## src/rtl/cpu_pkg.sv

```systemverilog
// cpu_pkg: shared definitions for the queued multicycle CPU.
// Holds the opcode/op encodings, shift-code and FSM state enums, and
// helpers that slice fields out of a 16-bit instruction word.
// No ports (package).
package cpu_pkg;

  localparam logic [2:0] OPC_MOV = 3'b110;
  localparam logic [2:0] OPC_ALU = 3'b101;

  localparam logic [1:0] OP_MOVS = 2'b00;
  localparam logic [1:0] OP_MOVI = 2'b10;
  localparam logic [1:0] OP_ADD  = 2'b00;
  localparam logic [1:0] OP_CMP  = 2'b01;
  localparam logic [1:0] OP_AND  = 2'b10;
  localparam logic [1:0] OP_MVN  = 2'b11;

  typedef enum logic [1:0] {
    SH_NONE = 2'b00,
    SH_LSL  = 2'b01,
    SH_LSR  = 2'b10,
    SH_ASR  = 2'b11
  } shift_e;

  typedef enum logic [2:0] {
    S_WAIT   = 3'd0,
    S_FETCH  = 3'd1,
    S_DECODE = 3'd2,
    S_GETA   = 3'd3,
    S_GETB   = 3'd4,
    S_EXEC   = 3'd5,
    S_WRITE  = 3'd6
  } state_e;

  function automatic logic [2:0] f_opcode(input logic [15:0] i);
    return i[15:13];
  endfunction

  function automatic logic [1:0] f_op(input logic [15:0] i);
    return i[12:11];
  endfunction

  function automatic logic [2:0] f_rn(input logic [15:0] i);
    return i[10:8];
  endfunction

  function automatic logic [2:0] f_rd(input logic [15:0] i);
    return i[7:5];
  endfunction

  function automatic shift_e f_sh(input logic [15:0] i);
    return shift_e'(i[4:3]);
  endfunction

  function automatic logic [2:0] f_rm(input logic [15:0] i);
    return i[2:0];
  endfunction

  function automatic logic [7:0] f_imm8(input logic [15:0] i);
    return i[7:0];
  endfunction

endpackage

```

## src/rtl/cpu_iq.sv

```systemverilog
// cpu_iq: QDEPTH x 16-bit instruction FIFO.
// Ports: clk, reset (async, active-high), push/din (ignored while full),
//        pop (ignored while empty), dout (head word), empty, full.
// Pointers wrap naturally because QDEPTH is a power of two.
module cpu_iq #(
  parameter int QDEPTH = 4
) (
  input  logic        clk,
  input  logic        reset,
  input  logic        push,
  input  logic [15:0] din,
  input  logic        pop,
  output logic [15:0] dout,
  output logic        empty,
  output logic        full
);
  import cpu_pkg::*;

  localparam int PW = $clog2(QDEPTH);
  localparam int CW = PW + 1;

  logic [15:0]   mem [QDEPTH];
  logic [PW-1:0] wr_ptr_q, wr_ptr_d;
  logic [PW-1:0] rd_ptr_q, rd_ptr_d;
  logic [CW-1:0] count_q, count_d;
  logic          do_push, do_pop;

  assign empty   = (count_q == '0);
  assign full    = (count_q == CW'(QDEPTH));
  assign dout    = mem[rd_ptr_q];
  assign do_push = push && !full;
  assign do_pop  = pop && !empty;

  always_comb begin
    wr_ptr_d = wr_ptr_q;
    rd_ptr_d = rd_ptr_q;
    count_d  = count_q;
    if (do_push) wr_ptr_d = wr_ptr_q + 1'b1;
    if (do_pop)  rd_ptr_d = rd_ptr_q + 1'b1;
    case ({do_push, do_pop})
      2'b10:   count_d = count_q + 1'b1;
      2'b01:   count_d = count_q - 1'b1;
      default: count_d = count_q;
    endcase
  end

  always_ff @(posedge clk or posedge reset) begin
    if (reset) begin
      wr_ptr_q <= '0;
      rd_ptr_q <= '0;
      count_q  <= '0;
    end else begin
      wr_ptr_q <= wr_ptr_d;
      rd_ptr_q <= rd_ptr_d;
      count_q  <= count_d;
    end
  end

  // Storage needs no reset: a flushed queue never exposes stale words.
  always_ff @(posedge clk) begin
    if (do_push) mem[wr_ptr_q] <= din;
  end

endmodule

```

## src/rtl/cpu_core_q.sv

```systemverilog
// cpu_core_q: multicycle 16-bit-ISA CPU with configurable datapath width
// and an instruction queue so several loaded words run on one start pulse.
// Ports: clk, reset (async, active-high), s (start, sampled in S_WAIT),
//        load/in (push instruction word), out (result register C),
//        N/V/Z (flags from last CMP), w (idle), full (queue full).
// Optional feature macro CPU_CARRY_EN: adds output C, the CMP carry-out
// (1 = no borrow). Without it there is no C port and no carry logic.
module cpu_core_q #(
  parameter int DATA_W = 16,
  parameter int QDEPTH = 4
) (
  input  logic              clk,
  input  logic              reset,
  input  logic              s,
  input  logic              load,
  input  logic [15:0]       in,
  output logic [DATA_W-1:0] out,
  output logic              N,
  output logic              V,
  output logic              Z,
  output logic              w,
  output logic              full
`ifdef CPU_CARRY_EN
  ,
  output logic              C
`endif
);
  import cpu_pkg::*;

  function automatic logic [DATA_W-1:0] shift_op(input logic [DATA_W-1:0] v,
                                                 input shift_e sh);
    case (sh)
      SH_LSL:  return {v[DATA_W-2:0], 1'b0};
      SH_LSR:  return {1'b0, v[DATA_W-1:1]};
      SH_ASR:  return {v[DATA_W-1], v[DATA_W-1:1]};
      default: return v;
    endcase
  endfunction

  function automatic logic signed [DATA_W-1:0] sext8(input logic signed [7:0] imm);
    return DATA_W'(imm);
  endfunction

  state_e             state_q, state_d;
  logic [15:0]        ir_q, ir_d;
  logic [DATA_W-1:0]  a_q, a_d;
  logic [DATA_W-1:0]  b_q, b_d;
  logic [DATA_W-1:0]  out_q, out_d;
  logic               n_q, n_d, v_q, v_d, z_q, z_d;
  logic [DATA_W-1:0]  regs [8];

  logic               wr_en;
  logic [2:0]         wr_addr;
  logic [DATA_W-1:0]  wr_data;
  logic               iq_pop, iq_empty, iq_full;
  logic [15:0]        iq_dout;
  state_e             next_instr;

  logic signed [DATA_W-1:0] a_s, shb_s, diff_s;
  logic        [DATA_W-1:0] shb;

`ifdef CPU_CARRY_EN
  logic              carry_q, carry_d;
  logic [DATA_W:0]   cmp_wide;
`endif

  cpu_iq #(.QDEPTH(QDEPTH)) u_iq (
    .clk   (clk),
    .reset (reset),
    .push  (load),
    .din   (in),
    .pop   (iq_pop),
    .dout  (iq_dout),
    .empty (iq_empty),
    .full  (iq_full)
  );

  // Shifter and subtractor feeding S_EXEC
  always_comb begin
    shb    = shift_op(b_q, f_sh(ir_q));
    a_s    = a_q;
    shb_s  = shb;
    diff_s = a_s - shb_s;
  end

`ifdef CPU_CARRY_EN
  assign cmp_wide = {1'b0, a_q} + {1'b0, ~shb} + {{DATA_W{1'b0}}, 1'b1};
`endif

  always_comb begin
    state_d = state_q;
    ir_d    = ir_q;
    a_d     = a_q;
    b_d     = b_q;
    out_d   = out_q;
    n_d     = n_q;
    v_d     = v_q;
    z_d     = z_q;
    wr_en   = 1'b0;
    wr_addr = f_rd(ir_q);
    wr_data = out_q;
    iq_pop  = 1'b0;
`ifdef CPU_CARRY_EN
    carry_d = carry_q;
`endif
    // Back-to-back sequencing: the next queued word starts without an idle cycle.
    next_instr = iq_empty ? S_WAIT : S_FETCH;

    case (state_q)
      S_WAIT: begin
        if (s && !iq_empty) state_d = S_FETCH;
      end
      S_FETCH: begin
        ir_d    = iq_dout;
        iq_pop  = 1'b1;
        state_d = S_DECODE;
      end
      S_DECODE: begin
        if (f_opcode(ir_q) == OPC_MOV && f_op(ir_q) == OP_MOVI)      state_d = S_WRITE;
        else if (f_opcode(ir_q) == OPC_MOV && f_op(ir_q) == OP_MOVS) state_d = S_GETB;
        else if (f_opcode(ir_q) == OPC_ALU)                           state_d = S_GETA;
        else                                                          state_d = next_instr;
      end
      S_GETA: begin
        a_d     = regs[f_rn(ir_q)];
        state_d = S_GETB;
      end
      S_GETB: begin
        b_d     = regs[f_rm(ir_q)];
        state_d = S_EXEC;
      end
      S_EXEC: begin
        if (f_opcode(ir_q) == OPC_MOV) begin
          out_d   = shb;
          state_d = S_WRITE;
        end else begin
          case (f_op(ir_q))
            OP_ADD: out_d = a_q + shb;
            OP_AND: out_d = a_q & shb;
            OP_MVN: out_d = ~shb;
            default: begin
              z_d = (diff_s == '0);
              n_d = diff_s[DATA_W-1];
              v_d = (a_s[DATA_W-1] != shb_s[DATA_W-1]) &&
                    (diff_s[DATA_W-1] != a_s[DATA_W-1]);
`ifdef CPU_CARRY_EN
              carry_d = cmp_wide[DATA_W];
`endif
            end
          endcase
          state_d = (f_op(ir_q) == OP_CMP) ? next_instr : S_WRITE;
        end
      end
      S_WRITE: begin
        wr_en = 1'b1;
        // MOV imm bypasses the result register so out stays unchanged.
        if (f_opcode(ir_q) == OPC_MOV && f_op(ir_q) == OP_MOVI) begin
          wr_addr = f_rn(ir_q);
          wr_data = sext8(f_imm8(ir_q));
        end
        state_d = next_instr;
      end
      default: state_d = S_WAIT;
    endcase
  end

  always_ff @(posedge clk or posedge reset) begin
    if (reset) begin
      state_q <= S_WAIT;
      ir_q    <= '0;
      a_q     <= '0;
      b_q     <= '0;
      out_q   <= '0;
      n_q     <= 1'b0;
      v_q     <= 1'b0;
      z_q     <= 1'b0;
`ifdef CPU_CARRY_EN
      carry_q <= 1'b0;
`endif
      for (int i = 0; i < 8; i++) regs[i] <= '0;
    end else begin
      state_q <= state_d;
      ir_q    <= ir_d;
      a_q     <= a_d;
      b_q     <= b_d;
      out_q   <= out_d;
      n_q     <= n_d;
      v_q     <= v_d;
      z_q     <= z_d;
`ifdef CPU_CARRY_EN
      carry_q <= carry_d;
`endif
      if (wr_en) regs[wr_addr] <= wr_data;
    end
  end

  assign out  = out_q;
  assign N    = n_q;
  assign V    = v_q;
  assign Z    = z_q;
  assign w    = (state_q == S_WAIT);
  assign full = iq_full;
`ifdef CPU_CARRY_EN
  assign C    = carry_q;
`endif

endmodule
```

## config.mk

```make
export PLATFORM = sky130hd
export DESIGN_NAME = cpu_core_q
export DESIGN_NICKNAME = d
export VERILOG_FILES = /design/src/rtl/cpu_pkg.sv /design/src/rtl/cpu_iq.sv /design/src/rtl/cpu_core_q.sv
export SDC_FILE = /design/constraint.sdc
export NUM_CORES = 1
export LEC_CHECK = 0
export ABC_CLOCK_PERIOD_IN_PS = 6040
export CAP_MARGIN = 0
export CORE_MARGIN = 2
export CORE_UTILIZATION = 35
export DETAILED_ROUTE_END_ITERATION = 16
export SLEW_MARGIN = 0
export SYNTH_ARGS = -nofsm -noshare
export SYNTH_HDL_FRONTEND = slang
export SYNTH_SLANG_ARGS = --single-unit
```

## constraint.sdc

```tcl
create_clock -name clk -period 6.04 [get_ports clk]
set_input_delay 0.604 -clock clk [delete_from_list [all_inputs] [get_ports clk]]
set_output_delay 0.604 -clock clk [all_outputs]
set_load 0.05 [all_outputs]
```

# After elaboration in Yosys (flattened, before gate mapping)
# Memory sizes are Yosys's and may differ from the RTL's. A register that Yosys moved wholly into a read port is not among the register bits.
# Cells that the tools add are included.
[op_classes]
n_bitwise = 7
reduce_logical = 18
shift = 0
add_sub_neg = 6
div = 0
mux = 29
magnitude_cmp = 4
multipliers = 0
n_eq_ne = 20
[op_table]
columns = ["op", "n"]
rows = [
  ["bitwise mux 128 bit", 1],
  ["2-to-1 mux 16 bit", 8],
  ["binary-select mux 16 bit (select 3 bit)", 2],
  ["case mux 16 bit (3 select lines)", 2],
  ["demux 16 bit (select 3 bit)", 1],
  ["2-to-1 mux 3 bit", 7],
  ["case mux 3 bit (7 select lines)", 1],
  ["== test 3 bit, second input constant", 6],
  ["adder 16 bit", 1],
  ["AND 16 bit", 1],
  ["logical NOT 16 bit", 1],
  ["inverter 16 bit", 1],
  ["subtractor 16 bit", 1],
  [">= comparator 4 bit, second input constant", 3],
  ["inverter 3 -> 4 bit", 3],
  ["== test 2 bit, second input constant", 5],
  ["logical AND 1 bit", 7],
  ["== test 2 x 1 -> 1 bit, second input constant", 3],
  ["== test 3 x 2 -> 1 bit, second input constant", 2],
  ["logical NOT 3 bit", 2],
  ["case mux 3 bit (2 select lines)", 1],
  ["2-to-1 mux 1 bit", 5],
  ["adder 2 x 1 -> 2 bit, second input constant", 2],
  ["< comparator 4 x 1 -> 1 bit, second input constant", 1],
  ["14 further kinds", 17],
]
[word_totals]
latchBits = 0
word_cells = 103
rom_bits = 0
out_inout_bits = 21
reg_bits = 189
memories = 1
mem_bits_rw = 64
input_bits = 20
[mem_list]
columns = ["name", "words", "word_bits", "read_ports", "rd_ports_with_merged_regs", "write_ports", "line", "text"]
rows = [
  ["u_iq.mem", 4, 16, 1, 1, 1, "cpu_iq.sv:22", "logic [15:0] mem [QDEPTH];"],
]

# Logic depth before layout (Yosys ltp)
# Gate-level depths: netlist of the first run.
[depth]
depth_word = 10
depth_mapped = 15
ltp_nobuf = 12

# By module
# Synthesis of the first run repeated with hierarchy kept, for this count alone.
[unflattened]
hier_cells = 1285
hier_area_um2 = 14555.2
[modules_own_cells]
columns = ["mod", "cells_each", "n_inst", "area_each_um2"]
rows = [
  ["cpu_core_q", 1163, 1, 11776.3],
  ["cpu_iq", 122, 1, 2778.9],
]

# Worst setup path after synthesis of the first run
# Ideal clock, no wire load.
[synth_path]
path_kind = "register to register"
from = "register ir_q[3], read port of u_iq.mem"
to = "register z_q, in the netlist Z"
synth_period_minus_slack_ns = 3.339
setup_time_ns = 0.092
path_buffers = 2
path_stages_with_launch = 15
slack_ns = 2.701
arrival_time_ns = 3.247
t_required_ns = 5.948
cell_sequence = "dfrtp_1 > buf_2 > buf_2 > nor3b_1 > a21oi_1 > inv_1 > ha_1 > fa_1 > o21bai_2 > a21oi_1 > xor2_1 > a2111oi_2 > nand4_1 > or4_1 > o31ai_2"
[synth_between]
elab_chain_cells = 4
[synth_lines]
columns = ["item", "line", "text"]
rows = [
  ["start: declaration", "cpu_core_q.sv:45", "logic [15:0] ir_q, ir_d;"],
  ["== test 2 bit / == test 2 x 1 -> 1 bit (equally long branches)", "cpu_core_q.sv:32", "case (sh)"],
  ["case mux 16 bit (3 select lines) (*)", "cpu_core_q.sv:32", ""],
  ["subtractor 16 bit (*)", "cpu_core_q.sv:83", "diff_s = a_s - shb_s;"],
  ["logical NOT 16 bit (*)", "cpu_core_q.sv:142", "z_d = (diff_s == '0);"],
  ["end signal: assignment", "cpu_core_q.sv:189", "z_q <= z_d;"],
  ["end: declaration", "cpu_core_q.sv:49", "logic n_q, n_d, v_q, v_d, z_q, z_d;"],
]
# Mark *: on every way between the ends. The rest lies on a longest branch, timed or not.
# A chain may end at the register's enable or synchronous reset.

# Worst setup path after layout of the first run
# Same ends and word-level chain as after synthesis.

==> results_dict.tcl, run 1 <==
set metrics [dict create \
    fin_util_pct 39.9 \
    p_leak_nw 6.70 \
    report.final.setup_viol 0 \
    drt_iter0_drc 615 \
    antenna_found_initial 1 \
    syn-num-nets 1358 \
    portBuffers 40 \
    htree_levels 1 \
    cts_buffer_depth 3 \
    ys_seq_area_share_pct 49.0 \
    final_nets 1359 \
    path_cells "mux2i_1 > nor2_1 > a21oi_1 > inv_1 > fa_1 > xor2_1 > a211oi_1 > nand4_1 > nor3_1 > nand4_1 > or4_1 > o31ai_2" \
    ctsHoldBuffers 0 \
    ys_seq_elements 269 \
    synth-edff-count 64 \
    worst_slew_pin_slew_ns 0.997 \
    path_max_fanout 19 \
    power_w 0.00960 \
    start_util_pct 35.3 \
    multi_input_area_sq_um 6830 \
    syn_to_final_growth_pct 13.0 \
    critPathLaunchType "register" \
    hp-class "in -> async" \
    register_area_sq_um 7050 \
    fp.dieW_um 207 \
    vias 9922 \
    postSynthAreaPerCell_sq_um 11.1 \
    slew_viol_final 0 \
    drv_cap 0 \
    final.min_clock_period_ns 3.92 \
    fin_hold_ws_ns 0.436 \
    critPathKind "reg -> reg" \
    synth_warnings 0 \
    relSlewSlack_pct 33.4 \
    antenna_cells 0 \
    worstReg2RegEnd "Z" \
    fmax_mhz 255 \
    max_stage_delay_ns 0.95 \
    chipHeight_um 207 \
    crit_top_cell "nand4_1" \
    rsz0062_at_grt "no" \
    r2r_start "ir_q[3]" \
    cts_buffers 28 \
    grt_pass1_wl_um 56900 \
    netlist.area_leader.share_pct 35.6 \
    hold_viol_final 0 \
    core_area_sq_um 40700 \
    rows 74 \
    ys_async_sr_fraction_pct 76.2 \
    gp_congestion 0.865 \
    synth.most_common_cell "dfrtp_1" \
    cts_sinks 269 \
    routed_wl_um 35500 \
    ir_drop_v 0.000224 \
    dieArea_sq_um 42800 \
    crit_path_end_kind "register" \
    fin_setup_tns_ns 0 \
    remaining_drc_errors 0 \
    required_ns 6.50 \
    status "complete, no violations" \
    fill_cells 3879 \
    drive_gt1_share_pct 14.1 \
    cts_root_buffer "clkbuf_16" \
    synthFlopType "dfrtp_1" \
    insertion_delay_ns 0.56 \
    reg2regPathDepth 12 \
    timing.final.crit_share_pct 64.9 \
    arrival_ns 4.38 \
    cts_resized 0 \
    grt_start_max_net_pins 118 \
    cellPowerDensity_nw_per_um2 590 \
    finalClockSkew_ns 0.0161 \
    ios 41 \
    synth_common_cells "dfrtp_1, a21oi_1, nand2_1, nor2_1, o21ai_0" \
    slowest_stage "dfrtp_1" \
    viasPerCell 5.37 \
    synth_area_sq_um 14400 \
    cts_setup_buffers 0 \
    wl_per_cell_um 19.2 \
    grt_pass1_vias 9943 \
    grt_overflow 0 \
    grt_util_all_layers_pct 17.0 \
    r2r_slack_ns 2.12 \
    ant_nets 0 \
    clkTransAtPathRegs_ns 0.07 \
    dr.pass1.iters 5 \
    yosys-top-cells-area "dfrtp_1, edfxtp_1, mux4_2, a21oi_1, mux2i_1" \
    dp_hpwl_um 23900 \
    cts_tree "built" \
    syn_inst 1292 \
    synth.largest_area_cell "dfrtp_1" \
    ys_types 71 \
]
[worst max-delay path by stage]
stage | from | endpoint | slack (ns) | depth (start not counted)
2_1_floorplan | ir_q[3] | Z | 2.70 | 14
3_3_place_gp | ir_q[3] | Z | 2.23 | 12
3_5_place_dp | ir_q[3] | Z | 2.09 | 12
4_1_cts | ir_q[3] | Z | 2.08 | 12
5_1_grt | ir_q[3] | Z | 1.79 | 12
6_report | ir_q[3] | Z | 2.12 | 12
[logic make-up (layout without fill, tap and decap cells)]
kind of cell | Yosys count | after routing | share of synthesized area (%)
AOI/OAI and AO/OA | 340 | 340 | 13.8
xor gates and xnor gates | 27 | 27 | 1.64
adders and majority gates | 46 | 46 | 4.15
buffers and inverters | 131 | 153 | 3.70
DFF | 269 | 269 | 49.0
muxes | 155 | 155 | 17.9
and+or+nand+nor | 324 | 324 | 9.87
[flip-flops by register name (all words and copies together) (netlist names), 2 cells and up]
name / cells
a_q: 16
b_q: 16
ir_q: 16
out: 16
regs: 128
state_q: 3
u_iq.count_q: 3
u_iq.mem: 64
u_iq.rd_ptr_q: 2
u_iq.wr_ptr_q: 2
[routing by layer]
metal / GRT usage, % / wire length, um
met3: 2.26 / 1650
met2: 27.6 / 16900
met4: 5.17 / 911
met5: 0 / 9
met1: 23.9 / 16000
[stage by stage]
stage / setup slack (ns) / instances / instance area, sq um
floorplan: 2.70 / 1292 / 14400
global placement: 2.23 / 1795 / 15300
detailed placement: 2.09 / 1795 / 15300
CTS: 2.08 / 1846 / 16300
global route: 1.79 / 1846 / 16300
finish: 2.12 / 1846 / 16300
[placed cells by master (no fill, tap or decap), drive strengths merged, types with 8 or more instances in the layout]
| master | instances |
|---|---|
| dfrtp | 205 |
| a21oi | 141 |
| nand2 | 125 |
| nor2 | 121 |
| o21ai | 119 |
| mux4 | 80 |
| edfxtp | 64 |
| mux2i | 59 |
| ha | 43 |
| clkdlybuf4s50 | 40 |
| inv | 40 |
| clkbuf | 39 |
| buf | 21 |
| xnor2 | 19 |
| mux2 | 16 |
| nor3 | 12 |
| nor2b | 9 |
| nand3 | 9 |
| a211oi | 8 |
| xor2 | 8 |
| nand2b | 8 |
[power breakdown]
part,total (W),switching (W),internal (W)
Clock,0.00183,0.000709,0.00113
Combinational,0.00465,0.00266,0.00199
Sequential,0.00311,0.000617,0.00249
[area by class of cell]
class	count	area share, %
clock buffers	39	4.88
clock inverters	12	1.16
inverters	41	0.969
multi-input cells	892	42.0
flip-flops and latches	269	43.4
well taps	532	4.09
repair buffers	61	3.51
[worst max-delay path, delay by kind of cell, from the launching register on]
kind	cells	cell delay [ns]
AO/OA/AOI/OAI	3	0.82
XOR/XNOR	1	0.19
flip-flops	1	0.95
multiplexers	1	0.27
buffers and inverters	1	0.16
AND/OR/NAND/NOR	5	1.01
adder cells (fa/ha/maj)	1	0.44
No activity file was read; power rests on OpenSTA's default activity.
==> run 2: changes to the inputs <==
--- a/config.mk
+++ b/config.mk
@@ -5,7 +5,7 @@
 export SDC_FILE = /design/constraint.sdc
 export NUM_CORES = 1
 export LEC_CHECK = 0
-export ABC_CLOCK_PERIOD_IN_PS = 6040
+export ABC_CLOCK_PERIOD_IN_PS = 3800
 export CAP_MARGIN = 0
 export CORE_MARGIN = 2
 export CORE_UTILIZATION = 35
==> constraint.sdc (replaced) <==
create_clock -name clk -period 3.8 [get_ports clk]
set_input_delay 0.38 -clock clk [delete_from_list [all_inputs] [get_ports clk]]
set_output_delay 0.38 -clock clk [all_outputs]
set_load 0.05 [all_outputs]
==> run 2 against run 1 <==
  * Hold slack worse by 0.086 ns
  * Critical path depth is 1 lower
  * Flip-flop and latch count stayed put
  * Sequential power is 62% higher
  * Register-to-register slack worse by 1.8 ns
  * Wire length is 0.75% higher
  * First-iteration DRC count is 3.9% lower
  * Maximum frequency is 12% higher
  * Non-clock buffer count is 15 higher
  * Core utilization is 0.052 points higher
  * Setup slack worse by 1.8 ns
==> results_dict.tcl, run 2 (synthesis gave the netlist of run 1 again) <==
set metrics [dict create \
    status "complete, no violations" \
    hp-class "in -> async" \
    dp_hpwl_um 24700 \
    cts_setup_buffers 0 \
    fin_setup_tns_ns 0 \
    rows 74 \
    cts_tree "built" \
    slew_viol_final 0 \
    ir_drop_v 0.000304 \
    p_leak_nw 6.72 \
    vias 10100 \
    top_register "regs" \
    fmax_mhz 285 \
    final.min_clock_period_ns 3.51 \
    reg2regPathDepth 11 \
    grt_pass1_wl_um 57800 \
    path_max_fanout 13 \
    hold_viol_final 0 \
    relSlewSlack_pct 31.6 \
    htree_levels 1 \
    rsz0062_at_grt "no" \
    worst_slew_pin_slew_ns 1.03 \
    antenna_cells 0 \
    syn_to_final_growth_pct 13.1 \
    grt_overflow 0 \
    start_util_pct 35.3 \
    cts_buffers 27 \
    r2r_slack_ns 0.29 \
    largest_register_ff_count 128 \
    required_ns 4.26 \
    clkTransAtPathRegs_ns 0.06 \
    timing.final.crit_share_pct 92.3 \
    power_w 0.0152 \
    ant_nets 0 \
    final_nets 1373 \
    final_cell_mix "dfrtp_1, a21oi_1, nand2_1" \
    arrival_ns 3.97 \
    core_area_sq_um 40700 \
    grt_start_max_net_pins 59 \
    fill_cells 3861 \
    drv_cap 0 \
    wl_per_cell_um 19.3 \
    critPathKind "reg -> reg" \
    cts_resized 0 \
    register_area_sq_um 7050 \
    viasPerCell 5.44 \
    antenna_found_initial 0 \
    cts_root_buffer "clkbuf_16" \
    gp_congestion 0.873 \
    grt_util_all_layers_pct 17.3 \
    final_common_cell "dfrtp_1" \
    critPathLaunchType "register" \
    portBuffers 40 \
    cellPowerDensity_nw_per_um2 932 \
    chipHeight_um 207 \
    crit_path_end_kind "register" \
    finalClockSkew_ns 0.00941 \
    cts_sinks 269 \
    final_area_sq_um 16300 \
    insertion_delay_ns 0.55 \
    routed_wl_um 35700 \
    report.final.setup_viol 0 \
    dieArea_sq_um 42800 \
    worstReg2RegEnd "Z" \
    remaining_drc_errors 0 \
    multi_input_area_sq_um 6840 \
    r2r_start "ir_q[3]" \
    dr.pass1.iters 5 \
    place_area_sq_um 15400 \
    ctsHoldBuffers 0 \
    cts_buffer_depth 3 \
    fp.dieW_um 207 \
    reg_top3 "regs (128), u_iq.mem (64)" \
    ios 41 \
    drt_iter0_drc 591 \
    drive_gt1_share_pct 14.8 \
    grt_pass1_vias 10100 \
]
## run 2: power breakdown
group          internal (W)  switching [W]  total, W
clock network       0.00155        0.00111   0.00266
registers           0.00396        0.00108   0.00504
logic               0.00327        0.00420   0.00747
total               0.00879        0.00638    0.0152
## run 2: per-layer routing
| layer | global-route usage, % | wire length, um | share of wire, % |
|---|---|---|---|
| met1 | 23.9 | 16000 | 45 |
| met2 | 29.0 | 17500 | 49 |
| met3 | 2.21 | 1650 | 4.6 |
| met4 | 4.53 | 639 | 1.8 |
| met5 | 0 | 0 | 0 |
## run 2: critical path: stages, from the launching register on
cell	delay [ns]
dfrtp_1	0.53
buf_4	0.31
mux2i_1	0.10
o21ai_0	0.32
inv_1	0.12
ha_1	0.24
or3_1	0.35
o32ai_1	0.47
xnor2_1	0.18
nand4_1	0.09
or4_1	0.54
o31ai_2	0.18
## run 2: metrics by stage
stage | instances | setup WS [ns] | utilization [%] | hold slack [ns]
floorplan | 1292 | 0.461 | - | 0.459
global placement | 1810 | 0.407 | 37.8 | 0.474
detailed placement | 1810 | 0.315 | 37.8 | 0.482
CTS | 1855 | 0.302 | 39.9 | 0.381
global route | 1855 | 0.00817 | 40.0 | 0.417
finish | 1855 | 0.294 | 40.0 | 0.350
## run 2: worst max path at each step
| stage | start | slack (ns) | depth (start not counted) | to |
|---|---|---|---|---|
| 2_1_floorplan | ir_q[3] | 0.46 | 14 | Z |
| 3_3_place_gp | ir_q[3] | 0.41 | 11 | Z |
| 3_5_place_dp | ir_q[3] | 0.32 | 13 | Z |
| 4_1_cts | ir_q[3] | 0.30 | 13 | Z |
| 5_1_grt | ir_q[3] | 0.008 | 12 | Z |
| 6_report | ir_q[3] | 0.29 | 11 | Z |
## run 2: final cells by class
type                       instances  area share [%]
inverter                          41           0.968
sequential                       269            43.3
clock inverter                     9           0.745
tap                              532            4.09
timing repair buffer              76            4.35
clock buffer                      36            4.54
multi-input combinational        892            42.0
